### src/rtl/anton_neopixel_sequencer.sv
// Frame sequencer for the NeoPixel stream stage: walks pixel/bit/slot indices and times the inter-frame latch gap.
// Optional build macro NEOPIXEL_SEQ_FRAME_LATCH_EN freezes regCtrl32bit/regCtrlLimit for the duration of each frame.

`ifndef BUFFER_END_DEFAULT
`define BUFFER_END_DEFAULT 255
`endif
`ifndef CLOG2
`define CLOG2(x) $clog2(x)
`endif
`ifndef ENUM_STATE_RESET
`define ENUM_STATE_RESET 1'b0
`endif
`ifndef ENUM_STATE_TRANSMIT
`define ENUM_STATE_TRANSMIT 1'b1
`endif

module anton_neopixel_sequencer #(
  parameter int BUFFER_END = `BUFFER_END_DEFAULT,
  parameter int RESET_DELAY = 600,
  localparam int BUFFER_BITS = `CLOG2(BUFFER_END+1)
) (
  input  logic                   clk6_4mhz,
  input  logic                   rst,
  input  logic                   regCtrlRun,
  input  logic                   regCtrlLoop,
  input  logic                   regCtrl32bit,
  input  logic [BUFFER_BITS-1:0] regCtrlLimit,
  output logic                   state,
  output logic [BUFFER_BITS-1:0] pixelIndex,
  output logic [4:0]             pixelBitIndex,
  output logic [2:0]             bitPatternIndex,
  output logic                   streamDone
);

  localparam logic [9:0] GAP_LAST = 10'(RESET_DELAY - 1);
  localparam logic [BUFFER_BITS-1:0] END_ADDR = BUFFER_BITS'(BUFFER_END);

  logic                   stateNext;
  logic [9:0]             gapCnt, gapCntNext;
  logic                   armed, armedNext;
  logic                   runPrev;
  logic [BUFFER_BITS-1:0] pixelIndexNext;
  logic [4:0]             pixelBitIndexNext;
  logic [2:0]             bitPatternIndexNext;
  logic                   streamDoneNext;

  logic                   mode32;
  logic [BUFFER_BITS-1:0] limSel, limEff, pixStep;
  logic                   runRise, gapDone, startFrame;
  logic                   bitWrap, pixelWrap, lastPixel, frameEnd, abortFrame;

`ifdef NEOPIXEL_SEQ_FRAME_LATCH_EN
  logic                   mode32Sh;
  logic [BUFFER_BITS-1:0] limSh;

  always_ff @(posedge clk6_4mhz or posedge rst) begin
    if (rst) begin
      mode32Sh <= 1'b0;
      limSh    <= '0;
    end else if (startFrame) begin
      mode32Sh <= regCtrl32bit;
      limSh    <= regCtrlLimit;
    end
  end

  assign mode32 = mode32Sh;
  assign limSel = limSh;
`else
  assign mode32 = regCtrl32bit;
  assign limSel = regCtrlLimit;
`endif

  assign limEff  = (limSel > END_ADDR) ? END_ADDR : limSel;
  assign runRise = regCtrlRun & ~runPrev;
  assign gapDone = (gapCnt == GAP_LAST);

  // A run edge seen on the saturating cycle counts as armed immediately.
  assign startFrame = (state == `ENUM_STATE_RESET) && gapDone && regCtrlRun &&
                      (regCtrlLoop || armed || runRise);

  assign bitWrap   = (bitPatternIndex == 3'd7);
  assign pixelWrap = bitWrap && (pixelBitIndex == 5'd23);

  // Greater-or-equal keeps a live limit lowered below the current pixel from running past the buffer.
  assign lastPixel = mode32 ? (pixelIndex[BUFFER_BITS-1:2] >= limEff[BUFFER_BITS-1:2])
                            : (pixelIndex >= limEff);
  assign pixStep   = mode32 ? {pixelIndex[BUFFER_BITS-1:2] + (BUFFER_BITS-2)'(1), 2'b00}
                            : pixelIndex + BUFFER_BITS'(1);

  assign abortFrame = (state == `ENUM_STATE_TRANSMIT) && !regCtrlRun;
  assign frameEnd   = (state == `ENUM_STATE_TRANSMIT) && regCtrlRun && pixelWrap && lastPixel;

  always_ff @(posedge clk6_4mhz or posedge rst) begin
    if (rst) state <= `ENUM_STATE_RESET;
    else     state <= stateNext;
  end

  always_comb begin
    stateNext = state;
    if (state == `ENUM_STATE_RESET) begin
      if (startFrame) stateNext = `ENUM_STATE_TRANSMIT;
    end else begin
      if (abortFrame || frameEnd) stateNext = `ENUM_STATE_RESET;
    end
  end

  always_comb begin
    gapCntNext          = gapCnt;
    armedNext           = armed;
    pixelIndexNext      = pixelIndex;
    pixelBitIndexNext   = pixelBitIndex;
    bitPatternIndexNext = bitPatternIndex;
    streamDoneNext      = 1'b0;

    if (state == `ENUM_STATE_RESET) begin
      pixelIndexNext      = '0;
      pixelBitIndexNext   = '0;
      bitPatternIndexNext = '0;
      if (!gapDone) gapCntNext = gapCnt + 10'd1;
      if (runRise)  armedNext  = 1'b1;
      if (startFrame) begin
        gapCntNext = '0;
        armedNext  = 1'b0;
      end
    end else if (abortFrame || frameEnd) begin
      pixelIndexNext      = '0;
      pixelBitIndexNext   = '0;
      bitPatternIndexNext = '0;
      gapCntNext          = '0;
      streamDoneNext      = frameEnd;
    end else begin
      bitPatternIndexNext = bitPatternIndex + 3'd1;
      if (bitWrap) begin
        if (pixelWrap) begin
          pixelBitIndexNext = '0;
          pixelIndexNext    = pixStep;
        end else begin
          pixelBitIndexNext = pixelBitIndex + 5'd1;
        end
      end
    end
  end

  always_ff @(posedge clk6_4mhz or posedge rst) begin
    if (rst) begin
      gapCnt          <= '0;
      armed           <= 1'b0;
      runPrev         <= 1'b0;
      pixelIndex      <= '0;
      pixelBitIndex   <= '0;
      bitPatternIndex <= '0;
      streamDone      <= 1'b0;
    end else begin
      gapCnt          <= gapCntNext;
      armed           <= armedNext;
      runPrev         <= regCtrlRun;
      pixelIndex      <= pixelIndexNext;
      pixelBitIndex   <= pixelBitIndexNext;
      bitPatternIndex <= bitPatternIndexNext;
      streamDone      <= streamDoneNext;
    end
  end

endmodule

### config.mk
export PLATFORM = sky130hd
export DESIGN_NAME = anton_neopixel_sequencer
export DESIGN_NICKNAME = d
export VERILOG_FILES = /design/src/rtl/anton_neopixel_sequencer.sv
export SDC_FILE = /design/constraint.sdc
export NUM_CORES = 1
export LEC_CHECK = 0
export BUFFER_PORTS_ARGS = -buffer_cell sky130_fd_sc_hd__buf_2
export CELL_PAD_IN_SITES_DETAIL_PLACEMENT = 1
export CELL_PAD_IN_SITES_GLOBAL_PLACEMENT = 1
export CORE_ASPECT_RATIO = 1.5
export CORE_MARGIN = 4
export CORE_UTILIZATION = 45
export DETAILED_ROUTE_END_ITERATION = 16
export PLACE_DENSITY_LB_ADDON = 0.25
export SLEW_MARGIN = 20
export SYNTH_ARGS = -nofsm -noshare
export SYNTH_HDL_FRONTEND = slang
export SYNTH_SLANG_ARGS = --single-unit
### constraint.sdc
create_clock -name clk6_4mhz -period 5.4 [get_ports clk6_4mhz]
set_clock_uncertainty 0.05 [all_clocks]
set_input_delay 1.08 -clock clk6_4mhz [delete_from_list [all_inputs] [get_ports clk6_4mhz]]
set_output_delay 1.08 -clock clk6_4mhz [all_outputs]
set_load 0.1 [all_outputs]
==> After elaboration in Yosys (flattened, before gate mapping) <==
Cells that the tools add are included.
{ "word_totals": {"input_bits": 13, "wordCells": 66, "register_bits": 30} }
{ "classes": {"reduce_logical": 16, "n_eq_ne": 7, "mux": 24, "n_addsub": 5, "n_lt_le_gt_ge": 3, "n_bitwise": 3} }
{ "op_table": {"columns": ["cell", "count"], "rows": [
  ["two-way mux 8 bit", 6],
  ["two-way mux 10 bit", 4],
  ["two-way mux 5 bit", 4],
  ["adder 10 x 1 -> 10 bit (second input constant)", 1],
  ["equality test 10 bit (second input constant)", 1],
  ["adder 8 x 1 -> 8 bit (second input constant)", 1],
  ["greater-or-equal comparator 8 bit", 1],
  ["> comparator 8 bit (second input constant)", 1],
  ["logical AND 1 bit", 8],
  ["two-way mux 1 bit", 8],
  ["adder 6 x 1 -> 6 bit (second input constant)", 1],
  ["greater-or-equal comparator 6 bit", 1],
  ["two-way mux 3 bit", 2],
  ["inequality test 3 x 1 -> 1 bit (second input constant)", 2],
  ["AND reduction 2 bit", 3],
  ["adder 5 x 1 -> 5 bit (second input constant)", 1],
  ["equality test 5 bit (second input constant)", 1],
  ["adder 3 x 1 -> 3 bit (second input constant)", 1],
  ["equality test 3 bit (second input constant)", 1],
  ["logical OR 1 bit", 3],
  ["inequality test 3 x 2 -> 1 bit (second input constant)", 1],
  ["inequality test 2 x 1 -> 1 bit (second input constant)", 1],
  ["NOT 1 bit", 2],
  ["nonzero test 2 bit", 1],
  ["other kinds (2)", 2]
]} }

==> Depth between registers and ports, before layout <==
Gate-level depths: netlist of run 1.
{ "logic_depth": {"word_depth": 8, "depth_mapped": 8} }

==> Worst setup path before layout of run 1 <==
Ideal clock, no wire load.
{ "synth_timing": {"kind": "input -> register", "from": "input port regCtrlLimit[2]", "to": "register gapCnt[7]", "stages": 8, "t_arrival_ns": 2.582, "required_time_ns": 5.263, "setup_slack_ns": 2.681, "setup_ns": 0.087, "cell_sequence": "inv_1 -> ha_1 -> nand2b_1 -> a211o_1 -> a31oi_2 -> a21oi_2 -> buf_2 -> o211ai_1"} }
{ "synth_between": {"elab_chain_cells": 8, "word_cells_on_any_way": 9, "classes_between": "3 x order compare; 1 x eq/ne; 2 x mux; 3 x reduce/logical"} }
{ "synth_rtl": {"columns": ["item", "line", "rtl"], "rows": [
  ["start, declared", "27", "input logic [BUFFER_BITS-1:0] regCtrlLimit,"],
  ["> comparator 8 bit", "73", "assign limEff = (limSel > END_ADDR) ? END_ADDR : limSel;"],
  ["two-way mux 8 bit *", "73", null],
  ["greater-or-equal comparator 8 bit / greater-or-equal comparator 6 bit (equally long branches)", "86, 85", null],
  ["two-way mux 1 bit *", "85", "assign lastPixel = mode32 ? (pixelIndex[BUFFER_BITS-1:2] >= limEff[BUFFER_BITS-1:2])"],
  ["logical AND 1 bit *", "91", "assign frameEnd = (state == `ENUM_STATE_TRANSMIT) && regCtrlRun && pixelWrap && lastPixel;"],
  ["logical OR 1 bit *", "125", "end else if (abortFrame || frameEnd) begin"],
  ["inequality test 2 x 1 -> 1 bit (no line) *", null, null],
  ["AND reduction 2 bit (no line) *", null, null],
  ["end signal, assigned", "154", "gapCnt <= gapCntNext;"],
  ["end, declared", "39", "logic [9:0] gapCnt, gapCntNext;"]
]} }
Every way passes the cells marked *; elsewhere a longest branch is shown, timed or not.
A chain may end at the register's enable or synchronous reset.

==> Worst setup path after layout of run 1 <==
{ "layout_timing": {"from": "input port regCtrlLimit[2]", "to": "register gapCnt[8]"} }
The elaborated chain is that of the path after synthesis.

==> results of run 1 <==
-- flip-flops by register name, indices dropped and copies added (netlist names) --
| signal | count |
|---|---|
| bitPatternIndex | 3 |
| runPrev | 1 |
| pixelIndex | 8 |
| state | 1 |
| gapCnt | 10 |
| armed | 1 |
| streamDone | 1 |
| pixelBitIndex | 5 |
-- critical path: cells and delay by family --
| family | cells | cell delay [ns] |
|---|---|---|
| AO/OA/AOI/OAI | 5 | 1.33 |
| adder cells (fa/ha/maj) | 1 | 0.28 |
| buffers and inverters | 2 | 0.14 |
-- worst max path at each step --
stage | slack (ns) | endpoint
2_1_floorplan | 2.68 | gapCnt[7]
3_3_place_gp | 2.48 | gapCnt[9]
3_5_place_dp | 2.37 | gapCnt[7]
4_1_cts | 2.65 | gapCnt[7]
5_1_grt | 2.49 | gapCnt[8]
6_report | 2.66 | gapCnt[8]
-- cells by family after synthesis --
family,after synthesis,share of synthesized area
AND/OR/NAND/NOR,73,0.213
XOR/XNOR,8,0.0397
adder cells (fa/ha/maj),15,0.106
flip-flops,30,0.425
buffers and inverters,22,0.0475
multiplexers,2,0.0113
AO/OA/AOI/OAI,41,0.157
-- layer usage --
| layer | share of wire | up-vias | global-route usage |
|---|---|---|---|
| li1 | - | 745 | - |
| met1 | 0.36 | 774 | 0.219 |
| met2 | 0.58 | 34 | 0.392 |
| met3 | 0.038 | 10 | 0.0492 |
| met4 | 0.024 | 0 | 0.103 |
| met5 | 0 | - | 0 |
-- Yosys cell counts, drive strengths merged (2+ instances only) --
cell	number
a211oi	2
a21oi	8
a311oi	2
a31oi	5
and2	3
dfrtp	30
ha	15
inv	20
mux2i	2
nand2	18
nand2b	2
nand3	8
nand4	2
nand4b	2
nor2	19
nor2b	2
nor3	5
nor3b	3
nor4	3
o2111ai	2
o211ai	3
o21ai	14
or3	3
xnor2	2
xor2	6
-- report_power, final --
| group | internal (mW) | switching [mW] |
|---|---|---|
| clock network | 0.197 | 0.0902 |
| logic | 0.00730 | 0.0127 |
| registers | 0.225 | 0.000185 |
-- area by class of cell --
cell class	instances	area [µm²]
Clock buffer	6	82.6
Clock inverter	2	60.1
Fill cell	452	1610
Inverter	20	75.1
Multi-Input combinational cell	139	931
Sequential cell	30	751
Tap cell	43	53.8
Timing Repair Buffer	30	150
==> results_dict.tcl, run 1 <==
set metrics [dict create \
    finalWirelength_mm 4.71 \
    cp_required_ns 5.50 \
    drt_drc_violations_left 0 \
    worst_path_slowest_cell "a21oi_2" \
    netlist_instances 191 \
    cp_max_fo 16 \
    worst-slew-pin-transition_ns 0.716 \
    max_cap_violations 0 \
    tns_ns 0 \
    final_critical_path_setup_slack_ns 2.66 \
    synth.ff_latch_count 30 \
    postCtsHoldBufs 0 \
    placement.cell_area_mm2 0.00196 \
    vdd_ir_drop_max_mv 0.199 \
    postCtsSetupRepairBufs 0 \
    post_route_cells_drive_above_1_share 0.203 \
    synth_top_cell_area_share 0.425 \
    pin_count_of_the_biggest_net_entering_global_routing 31 \
    cts-root-buf "clkbuf_8" \
    period_share 0.508 \
    startpoint "regCtrlLimit[2]" \
    antenna_violations_before_repair 0 \
    globalRouteOverflowTotal 0 \
    place_worst_setup_slack_ns 2.37 \
    static-leakage-power_nw 1.06 \
    cts_resized 0 \
    critPathArrivalTime_ns 2.84 \
    cts_buffer_depth 2 \
    critical_path.reg2reg.endpoint "gapCnt[8]" \
    htree_num_levels 2 \
    hold_path.class "flip-flop to flip-flop" \
    setup.worst_path.end_class "flip-flop" \
    synthDistinctLibCells 41 \
    detail_route.first_pass.iterations 4 \
    finalSetupViolations 0 \
    diodes 0 \
    place.port_buffers 30 \
    min_clock_period_post_route_ns 2.74 \
    yosysWarnings 0 \
    post-route-cell-area_mm2 0.00210 \
    layout-area-overhead-vs-synth_pct 19.1 \
    drt_iter0_drc 50 \
    detailroute.via_count 1563 \
    place_hpwl_mm 3.43 \
    drt-wirelength-per-cell_um 17.4 \
    start_util 0.475 \
    grt_first_pass_wirelength_mm 8.05 \
    worstHoldPathCells 1 \
    critical-path-max-stage-delay_ns 0.62 \
    critical_path.cell_chain "buf_2 -> inv_1 -> ha_1 -> o211ai_1 -> o21ai_1 -> a31oi_2 -> a21oi_2 -> o2bb2ai_1" \
    post_synthesis_net_count 219 \
    layout_common_cells "dfrtp_1, buf_2, nor2_1, nand2_1, inv_1" \
    clk_pin_slew_worst_paths_ns 0.06 \
    startpoint_type "primary input" \
    hold_violations 0 \
    regToRegStartpoint "bitPatternIndex[0]" \
    timing.reg2reg.worst_path_depth 7 \
    cts_tree "built" \
    finalMaxSlewViolations 0 \
    unrepaired_setup_endpoints_after_global_routing "no" \
    postLayoutCoreUtil 0.566 \
    synth.top_cells.by_area "dfrtp_1, ha_1, inv_1" \
    finished_layout_cells 270 \
    synth.avg_cell_area_um2 9.24 \
    placementRows 27 \
    power_mw 0.532 \
    grtUsageTotal 0.215 \
    routed_via_density 5.79 \
    num-nets-final 254 \
    maxSlewHeadroom 0.523 \
    core_mm2 0.00372 \
    criticalPathCategory "primary input to flip-flop" \
    num_io_pins 31 \
    die_width_um 59.1 \
    vias_in_the_first_global_route 1676 \
    tritoncts_num_sinks 30 \
    clk-insertion-delay-late_ns 0.30 \
    die_height_um 84.7 \
    seq_area_frac_synth 0.425 \
    synth-edff-count 0 \
    ys_dominant_reg_cell "dfrtp_1" \
    worst-r2r-setup-slack_ns 2.97 \
    worstHoldEndpoint "bitPatternIndex[0]" \
    antenna_left 0 \
    dp_cells 262 \
    hp-start "bitPatternIndex[0]" \
    routabilityCongestion 0.850 \
    status "completed" \
    die-area_mm2 0.00501 \
    mappedNetlistArea_mm2 0.00177 \
    ys_async_sr_fraction 1.00 \
    timing.fmax_mhz 364 \
    hold_slack_ns 0.422 \
    power.density_cell_area_mw_per_mm2 253 \
    tritoncts.num_buffers 5 \
    synthDominantAreaCellType "dfrtp_1" \
]
No activity file was read; power rests on OpenSTA's default activity.
==> inputs of run 2 (changes only) <==
- CORE_UTILIZATION: 45 -> 38
- clock period: 5.4 -> 2.4 ns (I/O delays scaled with it)
==> run 2 against run 1 <==
Compared with the run above: critical path depth decreased by 3; combinational power rose by 120%; register-to-register slack worse by 2.7 ns.
==> results_dict.tcl, run 2 (synthesis results as in run 1) <==
set metrics [dict create \
    status "completed" \
    cts_resized 0 \
    routed_via_density 5.56 \
    startpoint "gapCnt[7]" \
    power.density_cell_area_mw_per_mm2 460 \
    unrepaired_setup_endpoints_after_global_routing "no" \
    finalSetupViolations 0 \
    htree_num_levels 2 \
    globalRouteOverflowTotal 0 \
    largest_register_ff_count 10 \
    num_io_pins 31 \
    reg_top3 "gapCnt: 10 flops, pixelIndex: 8 flops, pixelBitIndex: 5 flops" \
    fillCellCount 549 \
    post_route_cells_drive_above_1_share 0.259 \
    cts-root-buf "clkbuf_8" \
    pin_count_of_the_biggest_net_entering_global_routing 31 \
    hold_violations 0 \
    tns_ns 0 \
    grtUsageTotal 0.158 \
    netSwitchingPower_mw 0.215 \
    pwr-share-seq 0.523 \
    detail_route.first_pass.iterations 4 \
    criticalPathCategory "flip-flop to flip-flop" \
    placementRows 30 \
    routabilityCongestion 0.805 \
    tritoncts.num_buffers 5 \
    drt_drc_violations_left 0 \
    critical_path.reg2reg.endpoint "gapCnt[6]" \
    period_share 0.870 \
    layout_common_cells "buf_2, nor2_1, inv_1, dfrtp_1, nand2_1" \
    antenna_left 0 \
    max_cap_violations 0 \
    cp_required_ns 2.50 \
    min_clock_period_post_route_ns 2.09 \
    clk-insertion-delay-late_ns 0.28 \
    worst-r2r-setup-slack_ns 0.31 \
    die_width_um 63.7 \
    critPathArrivalTime_ns 2.19 \
    die_height_um 91.5 \
    antenna_violations_before_repair 0 \
    num-nets-final 259 \
    dp_cells 272 \
    core_mm2 0.00450 \
    power.clock.fraction 0.432 \
    start_util 0.392 \
    drt-wirelength-per-cell_um 15.0 \
    postCtsHoldBufs 0 \
    top_register "gapCnt" \
    die-area_mm2 0.00582 \
    static-leakage-power_nw 1.04 \
    vdd_ir_drop_max_mv 0.351 \
    timing.reg2reg.worst_path_depth 5 \
    finalWirelength_mm 4.21 \
    intPower_mw 0.755 \
    grt_first_pass_wirelength_mm 7.31 \
    finalMaxSlewViolations 0 \
    cts_buffer_depth 2 \
    p_sw_frac 0.222 \
    postCtsSetupRepairBufs 0 \
    place_hpwl_mm 3.26 \
    cp-endpoint "gapCnt[6]" \
    hold_path.class "primary input to asynchronous set/reset pin" \
    place.port_buffers 30 \
    worst-slew-pin-transition_ns 0.574 \
    maxSlewHeadroom 0.614 \
    vias_in_the_first_global_route 1666 \
    power_mw 0.970 \
    cp_max_fo 8 \
    timing.fmax_mhz 479 \
    layout_commonest_cell "buf_2" \
    layout-area-overhead-vs-synth_pct 19.5 \
    finished_layout_cells 280 \
    drt_iter0_drc 49 \
    detailroute.via_count 1558 \
    cts_tree "built" \
    diodes 0 \
    combinational_cell_fraction_of_total_power 0.046 \
    tritoncts_num_sinks 30 \
    setup.worst_path.end_class "flip-flop" \
    startpoint_type "flip-flop" \
    regToRegStartpoint "gapCnt[7]" \
    clk_pin_slew_worst_paths_ns 0.07 \
]
==> run 2: changes by cell type in the layout (fill, tap and decap cells not counted), moves of 2 or more <==
cell,previous run,this run
dfrtp_2,0,11
dfrtp_1,30,19
bufinv_16,2,0
buf_4,0,5
==> run 2: stage by stage <==
step | worst slack, ns | util | instance area, µm² | hold WS (ns)
global placement | 0.223 | 0.448 | 2020 | 0.397
finish | 0.311 | 0.468 | 2110 | 0.213
CTS | 0.284 | 0.468 | 2110 | 0.225
floorplan | 0.00606 | - | 1780 | 0.408
detailed placement | 0.181 | 0.448 | 2020 | 0.405
global route | 0.133 | 0.468 | 2110 | 0.256
==> run 2: cell type report <==
type / instances / area [µm²] / share of cell area
tap: 48 / 60.1 / 0.0285
timing repair buffer: 35 / 188 / 0.0890
clock inverter: 1 / 5.00 / 0.00237
multi-input combinational: 139 / 931 / 0.441
sequential: 30 / 764 / 0.362
clock buffer: 7 / 86.3 / 0.0409
inverter: 20 / 75.1 / 0.0356
==> run 2: worst min-delay path by stage <==
stage	start	slack (ns)	endpoint
floorplan	armed	0.41	armed
global placement	bitPatternIndex[0]	0.40	bitPatternIndex[0]
detailed placement	bitPatternIndex[0]	0.40	bitPatternIndex[0]
CTS	rst	0.22	pixelBitIndex[2]
global route	rst	0.26	pixelBitIndex[2]
finish	rst	0.21	bitPatternIndex[1]
==> run 2: power by group through the flow <==
stage / combinational, mW / clock (mW) / sequential [mW]
2_1_floorplan: 0.0239 / 0 / 0.516
3_3_place_gp: 0.0444 / 0 / 0.516
3_5_place_dp: 0.0458 / 0 / 0.516
4_1_cts: 0.0461 / 0.433 / 0.507
5_1_grt: 0.0521 / 0.450 / 0.506
6_report: 0.0442 / 0.419 / 0.507
==> run 2: layer usage <==
metal  vias up  global-route usage  part of all wire  wire (µm)
met2        30               0.299              0.54       2260
met5         -                   0                 0          0
met3        10              0.0309             0.031        129
met4         0              0.0775             0.028        117
met1       762               0.161              0.40       1700
li1        756                   -                 -          -
==> run 2: worst max-delay path, stage by stage, from the launching register on <==
cell and delay, ns:
dfrtp_1 0.42, or4_4 0.56, nor3_4 0.35, a31oi_2 0.24, a31oi_1 0.25, o21ai_1 0.10
